File: src/rtl/rally_controller.sv
`default_nettype none
// ============================================================================
// rally_controller : ball, speed, hit-window, scoring and game-over sequencer
//                    for the 16-LED tennis display (left = bit 15, right = bit 0)
// Revision 1.0
// ============================================================================
module rally_controller #(
  parameter int INIT_DIV    = 8,
  parameter int MIN_DIV     = 2,
  parameter int HIT_WIN     = 3,
  parameter int PAUSE_TICKS = 16,
  parameter int WIN_SCORE   = 7
) (
  input  logic        clk,
  input  logic        reset,
  input  logic        tick,
  input  logic        left_hit,
  input  logic        right_hit,
  output logic [15:0] ball,
  output logic [3:0]  score_left,
  output logic [3:0]  score_right,
  output logic [7:0]  rally_cnt,
  output logic        game_over
);

  localparam logic [2:0] c_idle   = 3'd0;
  localparam logic [2:0] c_move_r = 3'd1;
  localparam logic [2:0] c_move_l = 3'd2;
  localparam logic [2:0] c_point  = 3'd3;
  localparam logic [2:0] c_over   = 3'd4;

  localparam logic [3:0] c_init_div   = 4'(INIT_DIV);
  localparam logic [3:0] c_min_div    = 4'(MIN_DIV);
  localparam logic [3:0] c_lo_win     = 4'(HIT_WIN - 1);
  localparam logic [3:0] c_hi_win     = 4'(16 - HIT_WIN);
  localparam logic [3:0] c_win        = 4'(WIN_SCORE);
  localparam logic [7:0] c_pause_last = 8'(PAUSE_TICKS - 1);

  logic [2:0]  state_q, state_d;
  logic        server_q, server_d;          // 0 = left serves, 1 = right serves
  logic [3:0]  pos_q, pos_d;
  logic [3:0]  div_q, div_d;
  logic [3:0]  step_cnt_q, step_cnt_d;
  logic [7:0]  pause_cnt_q, pause_cnt_d;
  logic [3:0]  score_l_q, score_l_d;
  logic [3:0]  score_r_q, score_r_d;
  logic [7:0]  rally_q, rally_d;
  logic [15:0] ball_q, ball_d;
  logic        game_over_q, game_over_d;

  logic        w_step;
  logic [3:0]  w_div_dec;
  logic [7:0]  w_rally_inc;
  logic [3:0]  w_score_l_inc;
  logic [3:0]  w_score_r_inc;

  assign w_step        = tick && (step_cnt_q == div_q - 4'd1);
  assign w_div_dec     = (div_q > c_min_div) ? div_q - 4'd1 : c_min_div;
  assign w_rally_inc   = (rally_q == 8'hFF) ? rally_q : rally_q + 8'd1;
  assign w_score_l_inc = (score_l_q == c_win) ? score_l_q : score_l_q + 4'd1;
  assign w_score_r_inc = (score_r_q == c_win) ? score_r_q : score_r_q + 4'd1;

  always_ff @(posedge clk or negedge reset) begin
    if (!reset) begin
      state_q     <= c_idle;
      server_q    <= 1'b0;
      pos_q       <= 4'd15;
      div_q       <= c_init_div;
      step_cnt_q  <= 4'd0;
      pause_cnt_q <= 8'd0;
      score_l_q   <= 4'd0;
      score_r_q   <= 4'd0;
      rally_q     <= 8'd0;
      ball_q      <= 16'h8000;
      game_over_q <= 1'b0;
    end else begin
      state_q     <= state_d;
      server_q    <= server_d;
      pos_q       <= pos_d;
      div_q       <= div_d;
      step_cnt_q  <= step_cnt_d;
      pause_cnt_q <= pause_cnt_d;
      score_l_q   <= score_l_d;
      score_r_q   <= score_r_d;
      rally_q     <= rally_d;
      ball_q      <= ball_d;
      game_over_q <= game_over_d;
    end
  end

  always_comb begin
    state_d     = state_q;
    server_d    = server_q;
    pos_d       = pos_q;
    div_d       = div_q;
    step_cnt_d  = step_cnt_q;
    pause_cnt_d = pause_cnt_q;
    score_l_d   = score_l_q;
    score_r_d   = score_r_q;
    rally_d     = rally_q;
    unique case (state_q)
      c_idle: begin
        step_cnt_d  = 4'd0;
        pause_cnt_d = 8'd0;
        if (!server_q && left_hit) begin
          state_d = c_move_r;
          rally_d = 8'd0;
        end else if (server_q && right_hit) begin
          state_d = c_move_l;
          rally_d = 8'd0;
        end
      end
      // A return in the window takes priority over a step on the same cycle.
      c_move_r: begin
        if (right_hit && (pos_q <= c_lo_win)) begin
          state_d    = c_move_l;
          step_cnt_d = 4'd0;
          div_d      = w_div_dec;
          rally_d    = w_rally_inc;
        end else if (w_step) begin
          step_cnt_d = 4'd0;
          if (pos_q == 4'd0) begin
            state_d     = c_point;
            pause_cnt_d = 8'd0;
            score_l_d   = w_score_l_inc;
            server_d    = 1'b1;
          end else begin
            pos_d = pos_q - 4'd1;
          end
        end else if (tick) begin
          step_cnt_d = step_cnt_q + 4'd1;
        end
      end
      c_move_l: begin
        if (left_hit && (pos_q >= c_hi_win)) begin
          state_d    = c_move_r;
          step_cnt_d = 4'd0;
          div_d      = w_div_dec;
          rally_d    = w_rally_inc;
        end else if (w_step) begin
          step_cnt_d = 4'd0;
          if (pos_q == 4'd15) begin
            state_d     = c_point;
            pause_cnt_d = 8'd0;
            score_r_d   = w_score_r_inc;
            server_d    = 1'b0;
          end else begin
            pos_d = pos_q + 4'd1;
          end
        end else if (tick) begin
          step_cnt_d = step_cnt_q + 4'd1;
        end
      end
      c_point: begin
        step_cnt_d = 4'd0;
        if (tick) begin
          if (pause_cnt_q == c_pause_last) begin
            pause_cnt_d = 8'd0;
            if ((score_l_q == c_win) || (score_r_q == c_win)) begin
              state_d = c_over;
            end else begin
              state_d = c_idle;
              pos_d   = server_q ? 4'd0 : 4'd15;
              div_d   = c_init_div;
            end
          end else begin
            pause_cnt_d = pause_cnt_q + 8'd1;
          end
        end
      end
      c_over: begin
        step_cnt_d = 4'd0;
      end
      default: begin
        state_d = c_idle;
      end
    endcase
  end

  always_comb begin
    ball_d      = 16'h0000;
    game_over_d = 1'b0;
    unique case (state_d)
      c_idle, c_move_r, c_move_l: ball_d = 16'd1 << pos_d;
      c_over: begin
        ball_d      = 16'hFFFF;
        game_over_d = 1'b1;
      end
      default: ball_d = 16'h0000;
    endcase
  end

  assign ball        = ball_q;
  assign score_left  = score_l_q;
  assign score_right = score_r_q;
  assign rally_cnt   = rally_q;
  assign game_over   = game_over_q;

endmodule
`default_nettype wire

File: config.mk
export PLATFORM = sky130hd
export DESIGN_NAME = rally_controller
export DESIGN_NICKNAME = d
export VERILOG_FILES = /design/src/rtl/rally_controller.sv
export SDC_FILE = /design/constraint.sdc
export NUM_CORES = 1
export LEC_CHECK = 0
export ABC_AREA = 1
export CAP_MARGIN = 25
export CELL_PAD_IN_SITES_DETAIL_PLACEMENT = 1
export CELL_PAD_IN_SITES_GLOBAL_PLACEMENT = 2
export CORE_UTILIZATION = 35
export CTS_BUF_LIST = sky130_fd_sc_hd__clkbuf_4 sky130_fd_sc_hd__clkbuf_8 sky130_fd_sc_hd__clkbuf_16
export CTS_CLUSTER_DIAMETER = 150
export DETAILED_ROUTE_END_ITERATION = 12
export PLACE_DENSITY = 0.95
export SLEW_MARGIN = 20
export SYNTH_ARGS = -nofsm -noshare
export SYNTH_HDL_FRONTEND = slang
export SYNTH_SLANG_ARGS = --single-unit
File: constraint.sdc
create_clock -name clk -period 6.32 [get_ports clk]
set_clock_uncertainty 0.2 [all_clocks]
set_input_delay 1.896 -clock clk [delete_from_list [all_inputs] [get_ports clk]]
set_output_delay 1.896 -clock clk [all_outputs]
set_load 0.05 [all_outputs]
== Word level (Yosys, flattened, before mapping) ==
Cells that the tools add are included.
W data, S select, Z words.

* Add/subtract/negate cells: 8
* $mul: 0
* Div/mod/pow operators: 0
* Order comparisons: 3
* Equality and inequality tests: 25
* Shift-type cells: 1
* Mux-type cells: 59
* Bitwise logic cells: 4
* Reductions and logical operators: 23

{| class="wikitable"
|+ Operators by type and width
! kind !! count
|-
| $mux W8 || 13
|-
| $mux W4 || 20
|-
| $pmux W4 S3 || 3
|-
| $mux W3 || 11
|-
| $pmux W16 S2 || 1
|-
| $pmux W8 S4 || 1
|-
| $pmux W8 S3 || 1
|-
| $ne A2 B2 Y1 const B || 11
|-
| $add A4 B1 Y4 const B || 4
|-
| $add A8 B1 Y8 const B || 2
|-
| $shl A1 B4 Y16 const A || 1
|-
| $pmux W3 S5 || 1
|-
| $reduce_and A5 Y1 || 2
|-
| $eq A3 B2 Y1 const B || 3
|-
| $reduce_bool A3 Y1 || 3
|-
| $eq A4 B3 Y1 const B || 2
|-
| $eq A8 B4 Y1 const B || 1
|-
| $eq A8 B8 Y1 const B || 1
|-
| $reduce_and A8 Y1 || 1
|-
| $sub A4 B1 Y4 const B || 2
|-
| $mux W1 || 7
|-
| $reduce_and A7 Y1 || 1
|-
| $eq A3 B1 Y1 const B || 2
|-
| $eq A3 B3 Y1 const B || 2
|-
| 18 further kinds || 27
|}

* Bits in registers: 57
* Latch bits: 0
* Bits in writable memories: 0
* ROM bits: 0
* Input bits: 5
* Output and inout bits: 33
* Word-level logic and storage cells: 134
* Memories kept: 0

== Logic depth before layout (Yosys ltp) ==
Gate-level depths: netlist of the first run.

* Depth after elaboration: 9
* Gate-level depth with buffers: 17
* Depth with buffers taken out: 17

== Worst setup path before layout of the first run ==
OpenSTA, ideal clock, no wires.

* Kind: input-to-reg
* Start point: in tick
* End point: reg ball_q[14], in the netlist ball[14]
* Setup time: 129 ps
* Arrival: 3,184 ps
* Required time: 5,991 ps
* Slack: 2,807 ps
* Stages on the path: 15
* Buffers on the path: 2
* Cell sequence: buf_4 > nand2_1 > nor2_1 > nand2_1 > nor2_2 > buf_4 > nand3_1 > nand2_1 > nand2_1 > nand2_1 > nand4_1 > nand2_1 > inv_1 > nand3_1 > nand2_1

* Elaborated cells between the ends (all ways): 20
* Classes of those cells: eq/ne: 3; shift: 1; mux: 13; reduce/logical: 3

{| class="wikitable"
|+ RTL lines
! element !! RTL line !! text
|-
| start: declaration || 16 || <nowiki>input logic tick,</nowiki>
|-
| $logic_and A1 B1 Y1 || 57 || <nowiki>assign w_step = tick && (step_cnt_q == div_q - 4'd1);</nowiki>
|-
| $mux W4, on equally long branches || 140, 120 ||
|-
| $mux W4, on equally long branches || 135, 115 ||
|-
| $pmux W4 S3 (*) || 101 || <nowiki>unique case (state_q)</nowiki>
|-
| named net pos_d[3] || 41 || <nowiki>logic [3:0] pos_q, pos_d;</nowiki>
|-
| $shl A1 B4 Y16 (*) || 184 || <nowiki>c_idle, c_move_r, c_move_l: ball_d = 16'd1 << pos_d;</nowiki>
|-
| $pmux W16 S2 (*) || 183 || <nowiki>unique case (state_d)</nowiki>
|-
| named net ball_d[14] || 48 || <nowiki>logic [15:0] ball_q, ball_d;</nowiki>
|-
| end signal: assignment || 86 || <nowiki>ball_q <= ball_d;</nowiki>
|-
| end: declaration || 48 ||
|}

The timed path passes the listed nets; every way through them passes the cells marked *.
A chain may end at the register's enable or synchronous reset.

== Final worst setup path of the first run ==
* Start point: in tick
* End point: reg pause_cnt_q[7]

* Word-level cells in the longest chain between the ends: 3
* Elaborated cells between the ends (all ways): 5
* Classes of those cells: eq/ne: 3; reduce/logical: 2

{| class="wikitable"
|+ RTL lines
! element !! RTL line !! text
|-
| $logic_and A1 B1 Y1 || 57 ||
|-
| $ne A2 B2 Y1 (no source line) || -- ||
|-
| $reduce_and A8 Y1 (no source line) (*) || -- ||
|-
| end signal: assignment || 82 || <nowiki>pause_cnt_q <= pause_cnt_d;</nowiki>
|-
| end: declaration || 44 || <nowiki>logic [7:0] pause_cnt_q, pause_cnt_d;</nowiki>
|}

Every way passes the cells marked *; elsewhere a longest branch is shown, timed or not.

==> run_results.csv, run 1 <==
group,metric,value,unit
floorplan,core,0.00933,mm2
global_route,antenna_found_initial,0,
sta,grt_setup_unrepaired,"no",
pwr,p_int,0.929,mW
setup_path,crit_type,"primary input to flip-flop",
pwr,p_switching,0.954,mW
setup_path,worstPathRequired,6340,ps
floorplan,dieWidth,101,um
sta,finalCritPeriodShare,71.0,%
pwr,swShare,50.7,%
clock_tree,cts_tree,"yes",
yosys,ys_async_sr_fraction,100,%
clock_tree,post-cts-setup-buffers,0,
sta,finalHoldViolations,0,
yosys,synth_most_common_cell,"nand2_1",
yosys,synthFlopType,"dfrtp_1",
yosys,postSynthCellCount,447,
pwr,clockPowerShare,18.9,%
yosys,synth_warnings,0,
floorplan,io_pins,38,
yosys,syn_avg_cell_area,7.60,um2
setup_path,cp-end-kind,"flip-flop",
route,detailedRoute.firstIterationViolations,80,
pwr,total_power,1.88,mW
yosys,synth_edf_count,0,
setup_path,arrival,4510,ps
sta,tightestPinTransition,743,ps
setup_path,crit_path_start_kind,"primary input",
route,routed_wl,9.53,mm
sta,fin_tns_setup,0,ps
setup_path,cp_top_family,"simple AND/OR/NAND/NOR gates",
clock_tree,cts_buffer_depth,2,
cells_and_area,n_fill_cell,1153,
clock_tree,cts_sinks,57,
cells_and_area,antennaDiodeCount,0,
clock_tree,clk_pin_slew,70,ps
placement,place_congestion,0.930,
clock_tree,clk-insertion-delay-late,340,ps
cells_and_area,nets,504,
pwr,seqPwrFrac,27.6,%
route,routedWlPerCell,15.3,um
cells_and_area,syn_to_final_growth,20.2,%
route,drtAntennaViolNets,0,
setup_path,slowest_stage,"clkdlybuf4s50_1",
pwr,combPwrFrac,53.5,%
run,maxCapViolations,0,
yosys,ys_top_cells_by_count,"nand2_1 (97), nand3_1 (60), inv_1 (59), dfrtp_1 (51), nor2_1 (40)",
yosys,synth-seq-area-share,42.2,%
yosys,synth_area_leaders,"dfrtp_1 (38%), nand2_1 (11%), nand3_1 (8.8%)",
placement,io_buffers,37,
route,via_count,3162,
global_route,grt_pass1_wl,15.8,mm
yosys,synth_cell_type_count,34,
clock_tree,htreeDepth,3,
pwr,ir_drop,0.000169,V
yosys,synthesis.area,0.00340,mm2
floorplan,start_util,36.4,%
placement,dpl.hpwl,7.11,mm
sta,fin_crit,4490,ps
floorplan,rows,35,
floorplan,die_h,101,um
pwr,powerDensity,461,mW/mm2
clock_tree,cts-root-buf,"clkbuf_8",
setup_path,cp_cell_sequence,"clkdlybuf4s50_1 -> nand2_1 -> nor2_1 -> nand2_1 -> nor2_2 -> nand2_1 -> nand2_1 -> nand3_1 -> nor2_1 -> xnor2_1 -> nor2_1",
clock_tree,hold_buffers,0,
sta,relSlewSlack,50.5,%
setup_path,path_common_cell,"nand2_1",
setup_path,cp_slowest_stage_delay,690,ps
setup_path,worstPathBufferInverterCount,1,
yosys,ys_seq_elements,57,
global_route,grt.total_usage,20.2,%
floorplan,fp.dieArea,0.0101,mm2
setup_path,cp_max_fo,13,
sta,drv_slew,0,
yosys,yosysTopAreaCellShare,37.6,%
sta,setup_viol,0,
sta,max_freq,223,MHz
yosys,synth_top_area_cell,"dfrtp_1",
pwr,cellLeakagePower,1.96,nW
clock_tree,numCtsBuffers,9,
route,drc,0,
clock_tree,ctsResizeCount,0,
global_route,grt_pass1_vias,3224,
route,dr.pass1.iters,4,
route,vias_per_cell,5.08,
yosys,syn-num-nets,463,
cells_and_area,regArea,0.00143,mm2
cells_and_area,drive_gt1_share,8.72,%
global_route,overflow,0,
global_route,grt_max_degree,58,
status,status,"finished clean",
worst_hold_path,hold_class,"flip-flop to flip-flop",
cells_and_area,multiInputGateArea,0.00167,mm2
[per-stage QoR]
step           instances  instance area [um2]  hold WS, ps  setup WS [ps]  util, %
2_1_floorplan        447                 3400          275           2810        -
3_3_place_gp         606                 3880          285           1640     41.6
3_5_place_dp         606                 3880          287           1520     41.6
4_1_cts              622                 4080          303           1880     43.8
5_1_grt              622                 4080          334           1580     43.8
6_report             622                 4080          301           1830     43.8
[kinds of logic (layout without fill, tap and decap cells)]
kind of cell / count (synthesis) / in the layout / synth area share, %
and+or+nand+nor: 233 / 233 / 31.3
buffers and inverters: 73 / 119 / 8.73
DFF: 57 / 57 / 42.2
AOI/OAI and AO/OA: 56 / 56 / 9.17
xor gates and xnor gates: 15 / 15 / 3.87
adders and majority gates: 11 / 11 / 4.05
muxes: 2 / 2 / 0.663
[power by group through the flow]
stage	combinational [mW]	clock (mW)	sequential (mW)
floorplan	0.625	0	0.619
finish	1.01	0.355	0.520
CTS	1.01	0.364	0.520
global route	1.13	0.376	0.530
global placement	0.969	0	0.524
detailed placement	1.00	0	0.526
[per-layer routing]
layer  wire (um)  vias to the layer above  GRT usage, %
li1            -                     1550             -
met1        4450                     1556          26.0
met2        4700                       43          34.4
met3         232                       13          3.81
met4         147                        0          5.91
met5           0                        -             0
[worst register-to-register path: stages (launching register included)]
cell and delay [ps]:
dfstp_2 640, inv_1 190, ha_1 290, inv_1 110, o21ai_0 90, nor2_1 270
nor2_2 110, inv_2 70, o21ai_1 80, nor2_1 240, nand2_1 210, inv_2 200
nand3_1 130, nor2_1 120, o21a_1 120
[registers in the layout, indices dropped and copies added (netlist names)]
name,cells
ball,16
pause_cnt_q,8
rally_cnt,8
div_q,4
pos_q,4
score_left,4
score_right,4
step_cnt_q,4
state_q,3
game_over,1
server_q,1
[placed cells by master, fill, tap and decap left out, types with 2 or more instances in the layout]
master           instances
dfstp_2                  6
buf_4                    2
ha_1                    11
mux2_2                   2
a31oi_1                  2
nor3_1                   7
o211ai_1                 3
nor2_1                  40
clkinvlp_4               2
o21a_1                   3
o21ai_0                 27
clkdlybuf4s50_1         36
inv_1                   59
o31ai_1                  2
a21oi_1                 13
clkinv_2                 2
clkbuf_8                10
inv_2                    5
dfrtp_1                 51
nand4_1                 14
nor4_1                   2
nor2_2                   6
xor2_1                   7
nand4_2                  2
o22ai_1                  3
nand2_1                 97
nand3_1                 60
xnor2_1                  8
[worst paths after layout]
path / start / endpoint / slack [ps] / depth (start not counted)
setup / recovery: tick / pause_cnt_q[7] / 1830 / 11
hold / removal: score_right[3] / score_right[3] / 300 / 1
setup reg to reg: pos_q[0] / rally_cnt[4] / 3200 / 14
hold reg to reg: score_right[3] / score_right[3] / 300 / 1
max in group asynchronous: reset / ball[13] / 3920 / 2
min in group asynchronous: reset / div_q[1] / 1500 / 2
[cell type report]
| cell class | count | share of cell area [%] |
|---|---|---|
| multi-input cells | 317 | 40.8 |
| flip-flops and latches | 57 | 35.1 |
| repair buffers | 39 | 9.31 |
| inverters | 64 | 5.88 |
| well taps | 129 | 3.95 |
| clock buffers | 11 | 3.55 |
| clock inverters | 5 | 1.35 |
Power figures use the tool's default switching activity.
==> inputs of run 2 (changes only) <==
--- a/config.mk
+++ b/config.mk
@@ -9,11 +9,11 @@
 export CAP_MARGIN = 25
 export CELL_PAD_IN_SITES_DETAIL_PLACEMENT = 1
 export CELL_PAD_IN_SITES_GLOBAL_PLACEMENT = 2
-export CORE_UTILIZATION = 35
+export CORE_UTILIZATION = 33
 export CTS_BUF_LIST = sky130_fd_sc_hd__clkbuf_4 sky130_fd_sc_hd__clkbuf_8 sky130_fd_sc_hd__clkbuf_16
 export CTS_CLUSTER_DIAMETER = 150
 export DETAILED_ROUTE_END_ITERATION = 12
-export PLACE_DENSITY = 0.95
+export PLACE_DENSITY = 0.91
 export SLEW_MARGIN = 20
 export SYNTH_ARGS = -nofsm -noshare
 export SYNTH_HDL_FRONTEND = slang
==> constraint.sdc (replaced) <==
create_clock -name clk -period 4.5 [get_ports clk]
set_clock_uncertainty 0.2 [all_clocks]
set_input_delay 1.35 -clock clk [delete_from_list [all_inputs] [get_ports clk]]
set_output_delay 1.35 -clock clk [all_outputs]
set_load 0.05 [all_outputs]
==> run 2 against run 1 <==
Compared with the run above: register-to-register slack worse by 1900 ps; sequential power grew 40%; cell count up 0.80%; non-clock buffer count increased by 1; critical path depth is the same; clock-buffer cell count down 2; largest cell class unchanged; highest routed layer unchanged.
==> run_results.csv, run 2 (synthesis gave the netlist of run 1 again) <==
group,metric,value,unit
status,status,"finished clean",
setup_path,cp_cell_sequence,"clkdlybuf4s50_1 -> nand2_1 -> nor2_1 -> nand2_1 -> nor2_2 -> nand2_1 -> nand2_1 -> nand3_1 -> nor2_1 -> xor2_1 -> nor2_1",
pwr,powerDensity,650,mW/mm2
clock_tree,cts_tree,"yes",
clock_tree,clk_pin_slew,70,ps
placement,dpl.hpwl,7.12,mm
route,vias_per_cell,5.00,
setup_path,cp_slowest_stage_delay,480,ps
sta,fin_crit,3730,ps
floorplan,rows,36,
cells_and_area,syn_to_final_growth,21.3,%
sta,fin_tns_setup,0,ps
pwr,ir_drop,0.000266,V
sta,finalCritPeriodShare,83.0,%
cells_and_area,drive_gt1_share,8.91,%
floorplan,io_pins,38,
clock_tree,ctsResizeCount,0,
global_route,grt_pass1_vias,3243,
clock_tree,numCtsBuffers,9,
cells_and_area,nets,505,
clock_tree,post-cts-setup-buffers,0,
sta,max_freq,268,MHz
clock_tree,htreeDepth,3,
sta,hold_slack,300,ps
placement,place_congestion,0.849,
route,via_count,3132,
global_route,grt.total_usage,19.5,%
route,routedWlPerCell,14.8,um
run,maxCapViolations,0,
global_route,grt_pass1_wl,15.8,mm
setup_path,path_common_cell,"nand2_1",
setup_path,crit_path_start_kind,"primary input",
cells_and_area,mostFrequentLayoutCells,"nand2_1 (97), nand3_1 (60), inv_1 (59), dfrtp_1 (51), nor2_1 (40)",
clock_tree,hold_buffers,0,
pwr,cellLeakagePower,1.98,nW
clock_tree,cts-root-buf,"clkbuf_8",
floorplan,core,0.00986,mm2
route,drtAntennaViolNets,0,
clock_tree,clk-insertion-delay-late,350,ps
global_route,overflow,0,
sta,grt_setup_unrepaired,"no",
sta,tightestPinTransition,671,ps
cells_and_area,antennaDiodeCount,0,
setup_path,crit_type,"primary input to flip-flop",
clock_tree,cts_buffer_depth,2,
setup_path,slowest_stage,"clkdlybuf4s50_1",
global_route,grt_max_degree,31,
floorplan,die_h,103,um
cells_and_area,largest_reg_flops,16,
sta,finalHoldViolations,0,
cells_and_area,layout_commonest_cell,"nand2_1",
pwr,total_power,2.68,mW
setup_path,worstPathRequired,4540,ps
cells_and_area,final_util,41.8,%
route,detailedRoute.firstIterationViolations,88,
placement,io_buffers,37,
clock_tree,cts_sinks,57,
sta,setup_viol,0,
worst_hold_path,hold_class,"flip-flop to flip-flop",
route,drc,0,
route,routed_wl,9.29,mm
cells_and_area,n_fill_cell,1209,
setup_path,arrival,3770,ps
setup_path,cp_max_fo,13,
route,dr.pass1.iters,4,
setup_path,cp-end-kind,"flip-flop",
floorplan,dieWidth,103,um
floorplan,start_util,34.4,%
sta,drv_slew,0,
global_route,antenna_found_initial,0,
floorplan,fp.dieArea,0.0107,mm2
sta,relSlewSlack,55.2,%
-- run 2: power by group --
| group | internal [mW] | leakage, nW | switching (mW) |
|---|---|---|---|
| clock | 0.316 | 0.110 | 0.241 |
| combinational | 0.397 | 1.12 | 0.998 |
| sequential | 0.633 | 0.752 | 0.0954 |
-- run 2: path summary, 6_finish.rpt --
| check | cells past startpoint | slack, ps | to | from |
|---|---|---|---|---|
| worst min register to register | 1 | 300 | score_right[3] | score_right[3] |
| max in group asynchronous | 2 | 2380 | ball[15] | reset |
| worst min-delay path | 1 | 300 | score_right[3] | score_right[3] |
| worst max-delay path | 11 | 770 | pause_cnt_q[4] | tick |
| min in group asynchronous | 1 | 830 | score_right[0] | reset |
| worst max register to register | 13 | 1310 | pause_cnt_q[4] | div_q[0] |
-- run 2: stage by stage --
stage	cell area (um2)	cells	worst slack, ps
global placement	3900	611	582
global route	4120	627	489
finish	4120	627	765
detailed placement	3900	611	450
CTS	4120	627	817
floorplan	3400	447	1530
-- run 2: critical path, delay by kind of cell --
kind,cells,cell delay [ps]
AND/OR/NAND/NOR,9,1750
XOR/XNOR,1,180
buffers and inverters,1,480
-- run 2: layer usage --
layer  part of all wire [%]  GRT usage [%]  up-vias
met5                      0              0        -
li1                       -              -     1553
met2                     50           32.7       26
met4                    1.9           7.48        0
met1                     47           25.2     1539
met3                    1.8           3.29       14
-- run 2: area by class of cell --
| type | instances | area, um2 | share of cell area (%) |
|---|---|---|---|
| clock inverter | 7 | 103 | 2.49 |
| sequential | 57 | 1430 | 34.8 |
| tap | 133 | 166 | 4.04 |
| timing repair buffer | 40 | 388 | 9.41 |
| multi-input combinational | 317 | 1670 | 40.5 |
| clock buffer | 9 | 124 | 3.00 |
| inverter | 64 | 240 | 5.83 |
